==> src/rtl/rtsnoc_pkg.sv <==
// Shared RTSNoC header field widths, bus-size derivations and header field offsets,
// used by the router, the echo FSM and the rx FIFO.
package rtsnoc_pkg;

    localparam int NOC_LOCAL_ADR_SIZE = 3;

    function automatic int soc_xy_size(input int size_x, input int size_y);
        return size_x + size_y;
    endfunction

    function automatic int noc_header_size(input int size_x, input int size_y);
        return 2 * soc_xy_size(size_x, size_y) + 2 * NOC_LOCAL_ADR_SIZE;
    endfunction

    function automatic int noc_bus_size(input int data_w, input int size_x, input int size_y);
        return data_w + noc_header_size(size_x, size_y);
    endfunction

    // Header sits above the payload: {orig_x, orig_y, dst_x, dst_y, orig_h, dst_h, data}
    function automatic int noc_dst_h_lsb(input int data_w);
        return data_w;
    endfunction

    function automatic int noc_orig_h_lsb(input int data_w);
        return data_w + NOC_LOCAL_ADR_SIZE;
    endfunction

    function automatic int noc_dst_y_lsb(input int data_w);
        return data_w + 2 * NOC_LOCAL_ADR_SIZE;
    endfunction

    function automatic int noc_dst_x_lsb(input int data_w, input int size_y);
        return noc_dst_y_lsb(data_w) + size_y;
    endfunction

    function automatic int noc_orig_y_lsb(input int data_w, input int size_x, input int size_y);
        return noc_dst_x_lsb(data_w, size_y) + size_x;
    endfunction

    function automatic int noc_orig_x_lsb(input int data_w, input int size_x, input int size_y);
        return noc_orig_y_lsb(data_w, size_x, size_y) + size_y;
    endfunction

endpackage

==> src/rtl/rtsnoc_rx_fifo_stats.sv <==
// Accepted-flit counter and occupancy high-water mark for the rx FIFO.
// Only instantiated when RTSNOC_RX_FIFO_STATS_EN is defined.
module rtsnoc_rx_fifo_stats
    import rtsnoc_pkg::*;
#(
    parameter int DEPTH_LOG2 = 2
) (
    input  logic                  clk_i,
    input  logic                  rst_i,
    input  logic                  push_i,
    input  logic [DEPTH_LOG2:0]   level_next_i,
    output logic [15:0]           rx_count_o,
    output logic [DEPTH_LOG2:0]   hwm_o
);

    logic [15:0]         rx_count_q, rx_count_d;
    logic [DEPTH_LOG2:0] hwm_q, hwm_d;

    // Tracking the next level keeps hwm_o aligned with level_o; level never exceeds depth.
    always_comb begin
        rx_count_d = push_i ? rx_count_q + 16'd1 : rx_count_q;
        hwm_d      = (level_next_i > hwm_q) ? level_next_i : hwm_q;
    end

    always_ff @(posedge clk_i or negedge rst_i) begin
        if (!rst_i) begin
            rx_count_q <= '0;
            hwm_q      <= '0;
        end else begin
            rx_count_q <= rx_count_d;
            hwm_q      <= hwm_d;
        end
    end

    assign rx_count_o = rx_count_q;
    assign hwm_o      = hwm_q;

endmodule

==> src/rtl/rtsnoc_rx_fifo.sv <==
// First-word fall-through flit buffer between an RTSNoC router local port and its consumer.
// Optional statistics outputs are enabled by defining RTSNOC_RX_FIFO_STATS_EN.
module rtsnoc_rx_fifo
    import rtsnoc_pkg::*;
#(
    parameter  int SOC_SIZE_X     = 1,
    parameter  int SOC_SIZE_Y     = 1,
    parameter  int NOC_DATA_WIDTH = 16,
    parameter  int DEPTH_LOG2     = 2,
    localparam int NOC_BUS_SIZE   = noc_bus_size(NOC_DATA_WIDTH, SOC_SIZE_X, SOC_SIZE_Y)
) (
    input  logic                    clk_i,
    input  logic                    rst_i,
    input  logic [NOC_BUS_SIZE-1:0] rt_dout_i,
    input  logic                    rt_nd_i,
    output logic                    rt_rd_o,
    output logic [NOC_BUS_SIZE-1:0] dout_o,
    output logic                    nd_o,
    input  logic                    rd_i,
    output logic [DEPTH_LOG2:0]     level_o
`ifdef RTSNOC_RX_FIFO_STATS_EN
    ,
    output logic [15:0]             rx_count_o,
    output logic [DEPTH_LOG2:0]     hwm_o
`endif
);

    localparam int DEPTH = 1 << DEPTH_LOG2;

    logic [NOC_BUS_SIZE-1:0] mem_q [DEPTH];
    logic [DEPTH_LOG2:0]     wr_ptr_q, wr_ptr_d;
    logic [DEPTH_LOG2:0]     rd_ptr_q, rd_ptr_d;
    logic [DEPTH_LOG2:0]     level_d;
    logic                    full, empty, push, pop;

    assign empty = (wr_ptr_q == rd_ptr_q);
    assign full  = (wr_ptr_q[DEPTH_LOG2] != rd_ptr_q[DEPTH_LOG2]) &&
                   (wr_ptr_q[DEPTH_LOG2-1:0] == rd_ptr_q[DEPTH_LOG2-1:0]);

    // Gating with rst_i keeps the router from retiring a flit that reset would discard.
    assign push = rt_nd_i & ~full & rst_i;
    assign pop  = rd_i & ~empty;

    always_comb begin
        wr_ptr_d = push ? wr_ptr_q + 1'b1 : wr_ptr_q;
        rd_ptr_d = pop  ? rd_ptr_q + 1'b1 : rd_ptr_q;
        level_d  = wr_ptr_d - rd_ptr_d;
    end

    always_ff @(posedge clk_i or negedge rst_i) begin
        if (!rst_i) begin
            wr_ptr_q <= '0;
            rd_ptr_q <= '0;
            for (int i = 0; i < DEPTH; i++) begin
                mem_q[i] <= '0;
            end
        end else begin
            wr_ptr_q <= wr_ptr_d;
            rd_ptr_q <= rd_ptr_d;
            if (push) begin
                mem_q[wr_ptr_q[DEPTH_LOG2-1:0]] <= rt_dout_i;
            end
        end
    end

    assign rt_rd_o = push;
    assign nd_o    = ~empty;
    assign dout_o  = mem_q[rd_ptr_q[DEPTH_LOG2-1:0]];
    assign level_o = wr_ptr_q - rd_ptr_q;

`ifdef RTSNOC_RX_FIFO_STATS_EN
    rtsnoc_rx_fifo_stats #(
        .DEPTH_LOG2   (DEPTH_LOG2)
    ) u_stats (
        .clk_i        (clk_i),
        .rst_i        (rst_i),
        .push_i       (push),
        .level_next_i (level_d),
        .rx_count_o   (rx_count_o),
        .hwm_o        (hwm_o)
    );
`endif

endmodule
==> config.mk <==
export PLATFORM = sky130hd
export DESIGN_NAME = rtsnoc_rx_fifo
export DESIGN_NICKNAME = d
export VERILOG_FILES = /design/src/rtl/rtsnoc_pkg.sv /design/src/rtl/rtsnoc_rx_fifo_stats.sv /design/src/rtl/rtsnoc_rx_fifo.sv
export SDC_FILE = /design/constraint.sdc
export NUM_CORES = 1
export LEC_CHECK = 0
export ABC_AREA = 1
export CORE_MARGIN = 3
export CORE_UTILIZATION = 56
export CTS_CLUSTER_SIZE = 12
export DETAILED_ROUTE_END_ITERATION = 12
export PLACE_DENSITY = 0.9
export SYNTH_ARGS = -nofsm -noshare
export SYNTH_HDL_FRONTEND = slang
export SYNTH_SLANG_ARGS = --single-unit
==> constraint.sdc <==
create_clock -name clk_i -period 2.45 [get_ports clk_i]
set_clock_uncertainty 0.05 [all_clocks]
set_input_delay 0.49 -clock clk_i [delete_from_list [all_inputs] [get_ports clk_i]]
set_output_delay 0.49 -clock clk_i [all_outputs]
set_load 0.005 [all_outputs]
Word-level counts from Yosys, hierarchy flattened
Index checks and enable logic that the tools add are counted.
{ "word_totals": {"register_bits": 110, "out_inout_bits": 31, "input_bits": 30, "word_cells": 30} }
{ "classes": {"n_eq_ne": 3, "order_cmp": 3, "bitwise_logic": 7, "n_mux": 6, "addsub": 3, "reduce_logical": 2} }
{ "ops": {"columns": ["op", "count"], "rows": [
  ["104-bit bitwise mux", 1],
  ["26-bit 2-to-1 mux", 3],
  ["26-bit binary-select mux with 2-bit select", 1],
  ["26-bit demux with 2-bit select", 1],
  ["3-bit by 1-bit adder with 3-bit output (second input constant)", 2],
  ["3-bit greater-or-equal comparator (second input constant)", 2],
  ["2-bit NOT with 3-bit output", 2],
  ["1-bit AND", 3],
  ["3-bit == test", 1],
  ["3-bit by 1-bit < comparator with 1-bit output (second input constant)", 1],
  ["3-bit subtractor", 1],
  ["2-bit == test", 1],
  ["1-bit logical AND", 2],
  ["1-bit NOT", 2],
  ["1-bit inequality test", 1]
]} }

Longest topological paths before layout
Gate-level depths: netlist of run 1.
{ "depth": {"depth_word": 6, "depth_mapped": 12, "mapped_depth_nobuf": 9} }

Worst setup path before layout of run 1
Ideal clock, no wire load.
{ "synth_timing": {"kind": "reg-to-output", "start": "reg rd_ptr_q[1]", "end": "out rt_rd_o", "required_time_ns": 1.910, "t_arrival_ns": 1.584, "path_buffers": 3, "path_stages_with_launch": 11, "slack_ns": 0.326, "path_cell_list": "dfrtp_1 buf_2 inv_1 buf_2 ha_1 nand2_1 inv_1 nand3_2 buf_6 nand2_1 inv_1"} }
{ "synth_via": {"elab_chain_len": 5} }
{ "synth_lines": {"columns": ["item", "line", "rtl"], "rows": [
  ["start, declared", "rtsnoc_rx_fifo.sv:32", "logic [DEPTH_LOG2:0] rd_ptr_q, rd_ptr_d;"],
  ["start signal, assigned", "rtsnoc_rx_fifo.sv:59", "rd_ptr_q <= rd_ptr_d;"],
  ["2-bit == test", "rtsnoc_rx_fifo.sv:38", "(wr_ptr_q[DEPTH_LOG2-1:0] == rd_ptr_q[DEPTH_LOG2-1:0]);"],
  ["1-bit logical AND", "rtsnoc_rx_fifo.sv:37", "assign full = (wr_ptr_q[DEPTH_LOG2] != rd_ptr_q[DEPTH_LOG2]) &&"],
  ["1-bit NOT", "rtsnoc_rx_fifo.sv:41", "assign push = rt_nd_i & ~full & rst_i;"],
  ["1-bit AND (2 in a row)", "rtsnoc_rx_fifo.sv:41", null],
  ["end, declared", "rtsnoc_rx_fifo.sv:16", "output logic rt_rd_o,"]
]} }
No other way between the ends.

Final worst setup path of run 1
{ "layout_timing": {"start": "reg rd_ptr_q[0]", "end": "out dout_o[8]"} }
{ "layout_via": {"elab_chain_len": 4} }
{ "layout_lines": {"columns": ["item", "line", "rtl"], "rows": [
  ["2-bit NOT with 3-bit output (not written as such)", "rtsnoc_rx_fifo.sv:68", "assign dout_o = mem_q[rd_ptr_q[DEPTH_LOG2-1:0]];"],
  ["26-bit binary-select mux with 2-bit select", "rtsnoc_rx_fifo.sv:68", null],
  ["26-bit 2-to-1 mux (not written as such) (2 in a row)", "rtsnoc_rx_fifo.sv:68", null],
  ["end, declared", "rtsnoc_rx_fifo.sv:17", "output logic [NOC_BUS_SIZE-1:0] dout_o,"]
]} }
No other way between the ends. The select of a mux whose other input is x is not followed.

==> impl_metrics.py, run 1 <==
metrics = {
    "run_status": {
        "outcome": "finished with violations",
        "violations": "negative setup slack",
    },
    "placed_design": {
        "dp.final_hpwl_um": 9290,
        "pre_cts_ws_ns": 0.107,
        "routabilityCongestion": 0.838,
        "dp_cells": 821,
        "port-buffer-count": 60,
    },
    "grt": {
        "antenna_found_initial": 0,
        "first_global_vias": 5178,
        "maximum_number_of_pins_on_one_net_before_global_route_repair": 110,
        "global_route.overflow_total": 0,
        "grt_first_pass_wirelength_um": 25000,
        "grt_util_all_layers_pct": 27.9,
    },
    "worst_setup_path": {
        "crit_buf_inv": 3,
        "timing.critical_path.arrival_ns": 1.95,
        "cells_traversed_along_the_worst_timing_path": "inv_4 > buf_12 > o21ai_0 > o22ai_1 > clkdlybuf4s50_1",
        "required_ns": 1.91,
        "worstPathMaxFanout": 10,
        "critPathSlowestCell": "sky130_fd_sc_hd__clkdlybuf4s50_1",
        "worstSetupStartpointType": "register",
        "max_stage_delay_ns": 0.54,
        "path_delay_family": "buffers and inverters",
        "critPathKind": "register to primary output",
        "worst_setup_path_end_kind": "primary output",
    },
    "yosys": {
        "dominantRegCellSynth": "sky130_fd_sc_hd__dfrtp_1",
        "netlist-cell-type-count": 20,
        "syn_area_mm2": 0.00548,
        "synth_fp_nets": 702,
        "postSynth.asyncResetShare_pct": 100,
        "proportion_of_synthesized_chip_area_in_sequential_cells_pct": 50.2,
        "synth_cells": 664,
        "synthesis.yosys.warnings": 0,
        "number_of_enable_type_register_cells_in_the_synthesized_netlist": 0,
        "postSynthRegisterBits": 110,
        "synth_area_per_cell_um2": 8.26,
    },
    "cts": {
        "worst_skew_pair.late_latency_ns": 0.38,
        "cts.path.max_buffers": 2,
        "htree_num_levels": 3,
        "clock_sinks": 110,
        "cts.clk_slew.worst_paths_ns": 0.11,
        "hold_buffers": 0,
        "ctsRootBufferMaster": "sky130_fd_sc_hd__clkbuf_8",
        "cts_made_buffers": 9,
        "cts_tree": "yes",
    },
    "sta": {
        "tns_ns": -0.0364,
        "timing.max_slew.rel_slack_pct": 45.8,
        "worst_hold_slack_ns": 0.196,
        "max_slew.worst_pin.slew_ns": 0.812,
        "finalMaxSlewViolations": 0,
        "layout_min_cycle_time_ns": 2.49,
        "fin_ws_ns": -0.0364,
        "fin_crit_sh_pct": 101,
        "rsz0062_at_grt": "yes",
        "finalHoldViolCount": 0,
        "achievable-frequency_mhz": 402,
        "finalSetupViolCount": 1,
    },
    "floorplanning": {
        "initial_utilization_pct": 58.5,
        "core_mm2": 0.00937,
        "io_pins": 61,
        "fp.dieH_um": 105,
        "die_w_um": 105,
        "dieArea_mm2": 0.0110,
        "row_count": 35,
    },
    "final_layout": {
        "drive_gt1_share_pct": 10.4,
        "most_common_cell_after_layout_fill_and_taps_aside": "sky130_fd_sc_hd__nand2_1",
        "layout.nets": 754,
        "area.growth.synth_to_final_pct": 20.7,
        "n_antenna_cell": 0,
        "most-common-layout-cells": "sky130_fd_sc_hd__nand2_1, sky130_fd_sc_hd__dfrtp_1, sky130_fd_sc_hd__nand4_1",
        "fin_util_pct": 70.6,
        "n_fill_cell": 638,
        "finish.cell_count_without_fillers": 850,
    },
    "detailed_routing": {
        "routed_via_density": 6.44,
        "router_iterations_before_antenna_repair": 7,
        "postRouteAntennaNets": 0,
        "dr.first_iter.drc_count": 754,
        "route.final.wire_length_um": 16500,
        "drc_errors": 0,
        "vias": 5476,
        "detail_route.wl_per_cell_um": 19.4,
    },
    "power": {
        "cellLeakagePower_nw": 3.39,
        "power.density_mw_per_mm2": 1420,
        "ir_worst_vdd_v": 0.00129,
    },
    "hold_path": {
        "hp-class": "input port to async pin",
    },
    "job": {
        "max_cap_violations": 0,
    },
}
path summary, 6_finish.rpt:
path	endpoint	from	slack, ns	depth (start not counted)
setup / recovery	dout_o[8]	rd_ptr_q[0]	-0.04	5
hold / removal	mem_q[42]	rst_i	0.20	2
setup reg to reg	mem_q[55]	rd_ptr_q[0]	0.18	11
hold reg to reg	mem_q[66]	mem_q[66]	0.43	2
max in group asynchronous	rd_ptr_q[1]	rst_i	0.82	3
min in group clk_i	mem_q[66]	mem_q[66]	0.43	2
area by class of cell:
class	instances	area (um2)	share of cell area (%)
inverter	11	43.8	0.662
tap	129	161	2.44
timing repair buffer	101	1050	15.9
clock inverter	7	80.1	1.21
clock buffer	9	124	1.87
multi-input combinational	483	2400	36.3
sequential	110	2760	41.6
report_power, final:
part	internal, mW	leakage [nW]	switching (mW)	total (mW)
Combinational	2.14	1.90	2.92	5.06
Sequential	2.67	1.38	0.528	3.20
Clock	0.488	0.102	0.664	1.15
state kept, by name, summed over array words and instances (netlist names):
signal	cells
wr_ptr_q	3
mem_q	104
rd_ptr_q	3
stage by stage:
step,total power [mW],cell area [um2]
after floorplan,5.77,5480
after global placement,7.60,6170
after detailed placement,7.80,6170
after CTS,9.01,6440
after global routing,9.98,6620
final,9.41,6620
synthesized netlist by cell type (4+ instances only):
master                     count  area share, %
sky130_fd_sc_hd__nand3_1       4           0.37
sky130_fd_sc_hd__o21ai_0      53            4.8
sky130_fd_sc_hd__buf_2        19            1.7
sky130_fd_sc_hd__nand3_4       4            1.3
sky130_fd_sc_hd__nor2_1       52            3.6
sky130_fd_sc_hd__buf_6         9            1.8
sky130_fd_sc_hd__clkbuf_1     25            1.7
sky130_fd_sc_hd__dfrtp_1     110             50
sky130_fd_sc_hd__nand4_1     104             12
sky130_fd_sc_hd__o22ai_1      26            3.0
sky130_fd_sc_hd__buf_1         5           0.34
sky130_fd_sc_hd__nand2_1     228             16
sky130_fd_sc_hd__ha_1          7            1.6
sky130_fd_sc_hd__inv_1        10           0.68
layer usage:
metal  vias to the layer above  track usage, %  part of all wire (%)
met1                      2565            37.0                    36
met2                       429            45.1                    48
li1                       2376               -                     -
met5                         -               0                     0
met4                         0            12.2                   5.0
met3                       106            4.94                    11
cell families (layout without fill, tap and decap cells):
| family | after synthesis | in the layout | synth area share (%) |
|---|---|---|---|
| DFF | 110 | 110 | 50.2 |
| AOI/OAI and AO/OA | 79 | 79 | 7.81 |
| xor gates and xnor gates | 3 | 3 | 0.479 |
| and+or+nand+nor | 393 | 393 | 32.9 |
| adders and majority gates | 8 | 8 | 1.96 |
| buffers and inverters | 71 | 128 | 6.67 |
worst register-to-register path, delay by kind of cell, from the launching register on:
kind | cells | cell delay (ns)
buffers and inverters | 5 | 0.91
and+or+nand+nor | 5 | 0.53
DFF | 1 | 0.47
adders and majority gates | 1 | 0.21
timing repair:
| item | in CTS | in global routing |
|---|---|---|
| gates cloned | 0 | 2 |
| buffers inserted | 5 | 6 |
| gates resized for setup | 28 | 29 |
| pin swaps | 1 | 8 |
| endpoints found under the setup margin | 30 | 22 |
Power figures use the tool's default switching activity.
==> inputs of run 2 (changes only) <==
- ABC_AREA: 1 -> 0
- CORE_UTILIZATION: 56 -> 55
- CTS_CLUSTER_SIZE: 12 -> not set
==> run 2 against run 1 <==
Compared with the run above: the run now ends clean; die area is 7.1% lower; maximum frequency is 4.4% higher; worst setup slack better by 0.10 ns; largest power group unchanged.
==> impl_metrics.py, run 2 <==
metrics = {
    "final_layout": {
        "largest_register_ff_count": 104,
        "drive_gt1_share_pct": 48.9,
        "area.growth.synth_to_final_pct": 20.8,
        "post-route-cell-area_mm2": 0.00602,
        "registers.top_by_ff_count": "mem_q",
        "most-common-layout-cells": "sky130_fd_sc_hd__dfrtp_1, sky130_fd_sc_hd__mux2_2, sky130_fd_sc_hd__clkdlybuf4s50_1",
        "layout.nets": 411,
        "n_fill_cell": 589,
        "n_antenna_cell": 0,
        "layout_top_registers": "mem_q x104, rd_ptr_q x3, wr_ptr_q x3",
        "most_common_cell_after_layout_fill_and_taps_aside": "sky130_fd_sc_hd__dfrtp_1",
    },
    "detailed_routing": {
        "detail_route.wl_per_cell_um": 19.5,
        "drc_errors": 0,
        "dr.first_iter.drc_count": 136,
        "route.final.wire_length_um": 9480,
        "router_iterations_before_antenna_repair": 4,
        "routed_via_density": 5.71,
        "postRouteAntennaNets": 0,
        "vias": 2773,
    },
    "sta": {
        "achievable-frequency_mhz": 420,
        "finalSetupViolCount": 0,
        "finalMaxSlewViolations": 0,
        "finalHoldViolCount": 0,
        "timing.max_slew.rel_slack_pct": 52.2,
        "max_slew.worst_pin.slew_ns": 0.717,
        "rsz0062_at_grt": "yes",
        "fin_ws_ns": 0.0674,
        "tns_ns": 0,
        "fin_crit_sh_pct": 97.2,
        "layout_min_cycle_time_ns": 2.38,
    },
    "cts": {
        "cts.clk_slew.worst_paths_ns": 0.11,
        "cts_tree": "yes",
        "ctsRootBufferMaster": "sky130_fd_sc_hd__clkbuf_8",
        "cts_made_buffers": 9,
        "cts.path.max_buffers": 2,
        "clock_sinks": 110,
        "htree_num_levels": 3,
        "worst_skew_pair.late_latency_ns": 0.38,
    },
    "hold_path": {
        "hp-class": "input port to async pin",
    },
    "yosys": {
        "synth.cells.most_frequent": "sky130_fd_sc_hd__dfrtp_1, sky130_fd_sc_hd__mux2_2, sky130_fd_sc_hd__mux4_2",
        "postSynth.asyncResetShare_pct": 100,
        "proportion_of_synthesized_chip_area_in_sequential_cells_pct": 55.3,
        "synth_cells": 293,
        "postSynthRegisterBits": 110,
        "syn_area_mm2": 0.00498,
        "number_of_enable_type_register_cells_in_the_synthesized_netlist": 0,
        "synth_largest_area_cell": "sky130_fd_sc_hd__dfrtp_1",
        "synth_area_per_cell_um2": 17.0,
        "synthDominantCellAreaShare_pct": 55.3,
        "synth_area_leaders": "sky130_fd_sc_hd__dfrtp_1, sky130_fd_sc_hd__mux2_2, sky130_fd_sc_hd__mux4_2",
        "netlist-cell-type-count": 23,
        "dominantRegCellSynth": "sky130_fd_sc_hd__dfrtp_1",
        "synthesis.yosys.warnings": 0,
        "most_instantiated_library_cell_after_synthesis": "sky130_fd_sc_hd__dfrtp_1",
        "synth_fp_nets": 331,
    },
    "floorplanning": {
        "dieArea_mm2": 0.0102,
        "row_count": 34,
        "fp.dieH_um": 101,
        "io_pins": 61,
        "die_w_um": 101,
        "core_mm2": 0.00876,
        "initial_utilization_pct": 56.8,
    },
    "run_status": {
        "outcome": "completed",
    },
    "placed_design": {
        "pre_cts_ws_ns": 0.0153,
        "post_dp_cell_area_mm2": 0.00579,
        "port-buffer-count": 60,
        "dp.final_hpwl_um": 6460,
        "routabilityCongestion": 0.755,
    },
    "grt": {
        "first_global_vias": 3097,
        "global_route.overflow_total": 0,
        "grt_first_pass_wirelength_um": 15600,
        "antenna_found_initial": 0,
        "maximum_number_of_pins_on_one_net_before_global_route_repair": 59,
        "grt_util_all_layers_pct": 20.0,
    },
    "power": {
        "ir_worst_vdd_v": 0.000613,
        "cellLeakagePower_nw": 2.61,
        "power.density_mw_per_mm2": 1360,
    },
    "worst_setup_path": {
        "worstPathMaxFanout": 4,
        "worstSetupStartpointType": "register",
        "critPathKind": "register to primary output",
        "worst_setup_path_end_kind": "primary output",
        "timing.critical_path.arrival_ns": 1.84,
        "required_ns": 1.91,
    },
    "job": {
        "max_cap_violations": 0,
    },
}
## run 2: final timing paths
check	end	slack, ns	cells after the start	start
min	mem_q[71]	0.21	2	rst_i
min reg2reg	mem_q[26]	0.46	1	mem_q[26]
max	dout_o[19]	0.07	5	rd_ptr_q[0]
min in group clk_i	mem_q[26]	0.46	1	mem_q[26]
max in group asynchronous	rd_ptr_q[0]	0.90	3	rst_i
max reg2reg	mem_q[65]	0.23	5	rd_ptr_q[0]
## run 2: what timing repair did
action | 4_1_cts | 5_1_grt
gates resized for setup | 32 | 27
setup buffers | 3 | 3
hold buffers | 0 | 0
endpoints found under the setup margin | 30 | 25
pin swaps | 0 | 1
## run 2: cell type report
| class | count | area (um2) | share of cell area, % |
|---|---|---|---|
| Clock buffer | 9 | 124 | 2.06 |
| Timing Repair Buffer | 84 | 801 | 13.3 |
| Multi-Input combinational cell | 163 | 2110 | 35.1 |
| Tap cell | 108 | 135 | 2.24 |
| Inverter | 5 | 18.8 | 0.312 |
| Clock inverter | 7 | 75.1 | 1.25 |
| Sequential cell | 110 | 2760 | 45.8 |
## run 2: kinds of logic after synthesis
| group | after synthesis | synth area share (%) |
|---|---|---|
| adders and majority gates | 8 | 2.16 |
| muxes | 133 | 36.2 |
| and+or+nand+nor | 6 | 0.578 |
| buffers and inverters | 20 | 2.56 |
| xor gates and xnor gates | 5 | 1.03 |
| DFF | 110 | 55.3 |
| AOI/OAI and AO/OA | 11 | 2.24 |
## run 2: per-stage QoR
| step | cells | hold WS (ns) | utilization (%) | power (mW) |
|---|---|---|---|---|
| after floorplan | 293 | 0.144 | - | 5.59 |
| after detailed placement | 464 | 0.435 | 66.0 | 7.40 |
| final | 486 | 0.208 | 68.7 | 8.21 |
| after global routing | 486 | 0.246 | 68.7 | 8.76 |
| after global placement | 464 | 0.425 | 66.0 | 7.19 |
| after CTS | 483 | 0.223 | 68.2 | 8.20 |
## run 2: metal layers
| metal | part of all wire [%] | track usage (%) |
|---|---|---|
| met1 | 43 | 25.7 |
| met4 | 2.3 | 7.16 |
| met3 | 3.7 | 4.13 |
| met5 | 0 | 0 |
| met2 | 52 | 34.0 |
## run 2: worst max-delay path: stages (launching register included)
cell                              delay, ns
sky130_fd_sc_hd__dfrtp_2               0.46
sky130_fd_sc_hd__buf_4                 0.16
sky130_fd_sc_hd__buf_4                 0.13
sky130_fd_sc_hd__buf_6                 0.12
sky130_fd_sc_hd__mux4_2                0.40
sky130_fd_sc_hd__clkdlybuf4s15_1       0.21
## run 2: power breakdown
| group | switching [mW] | total, mW | internal, mW |
|---|---|---|---|
| clock | 0.668 | 1.07 | 0.405 |
| combinational | 1.46 | 3.92 | 2.46 |
| sequential | 0.484 | 3.22 | 2.73 |
==> inputs of run 3 (changes only) <==
- HOLD_SLACK_MARGIN: not set -> 0.02
==> results of run 3 <==
No change in the layout: final DEF, timing and power equal those of run 2.
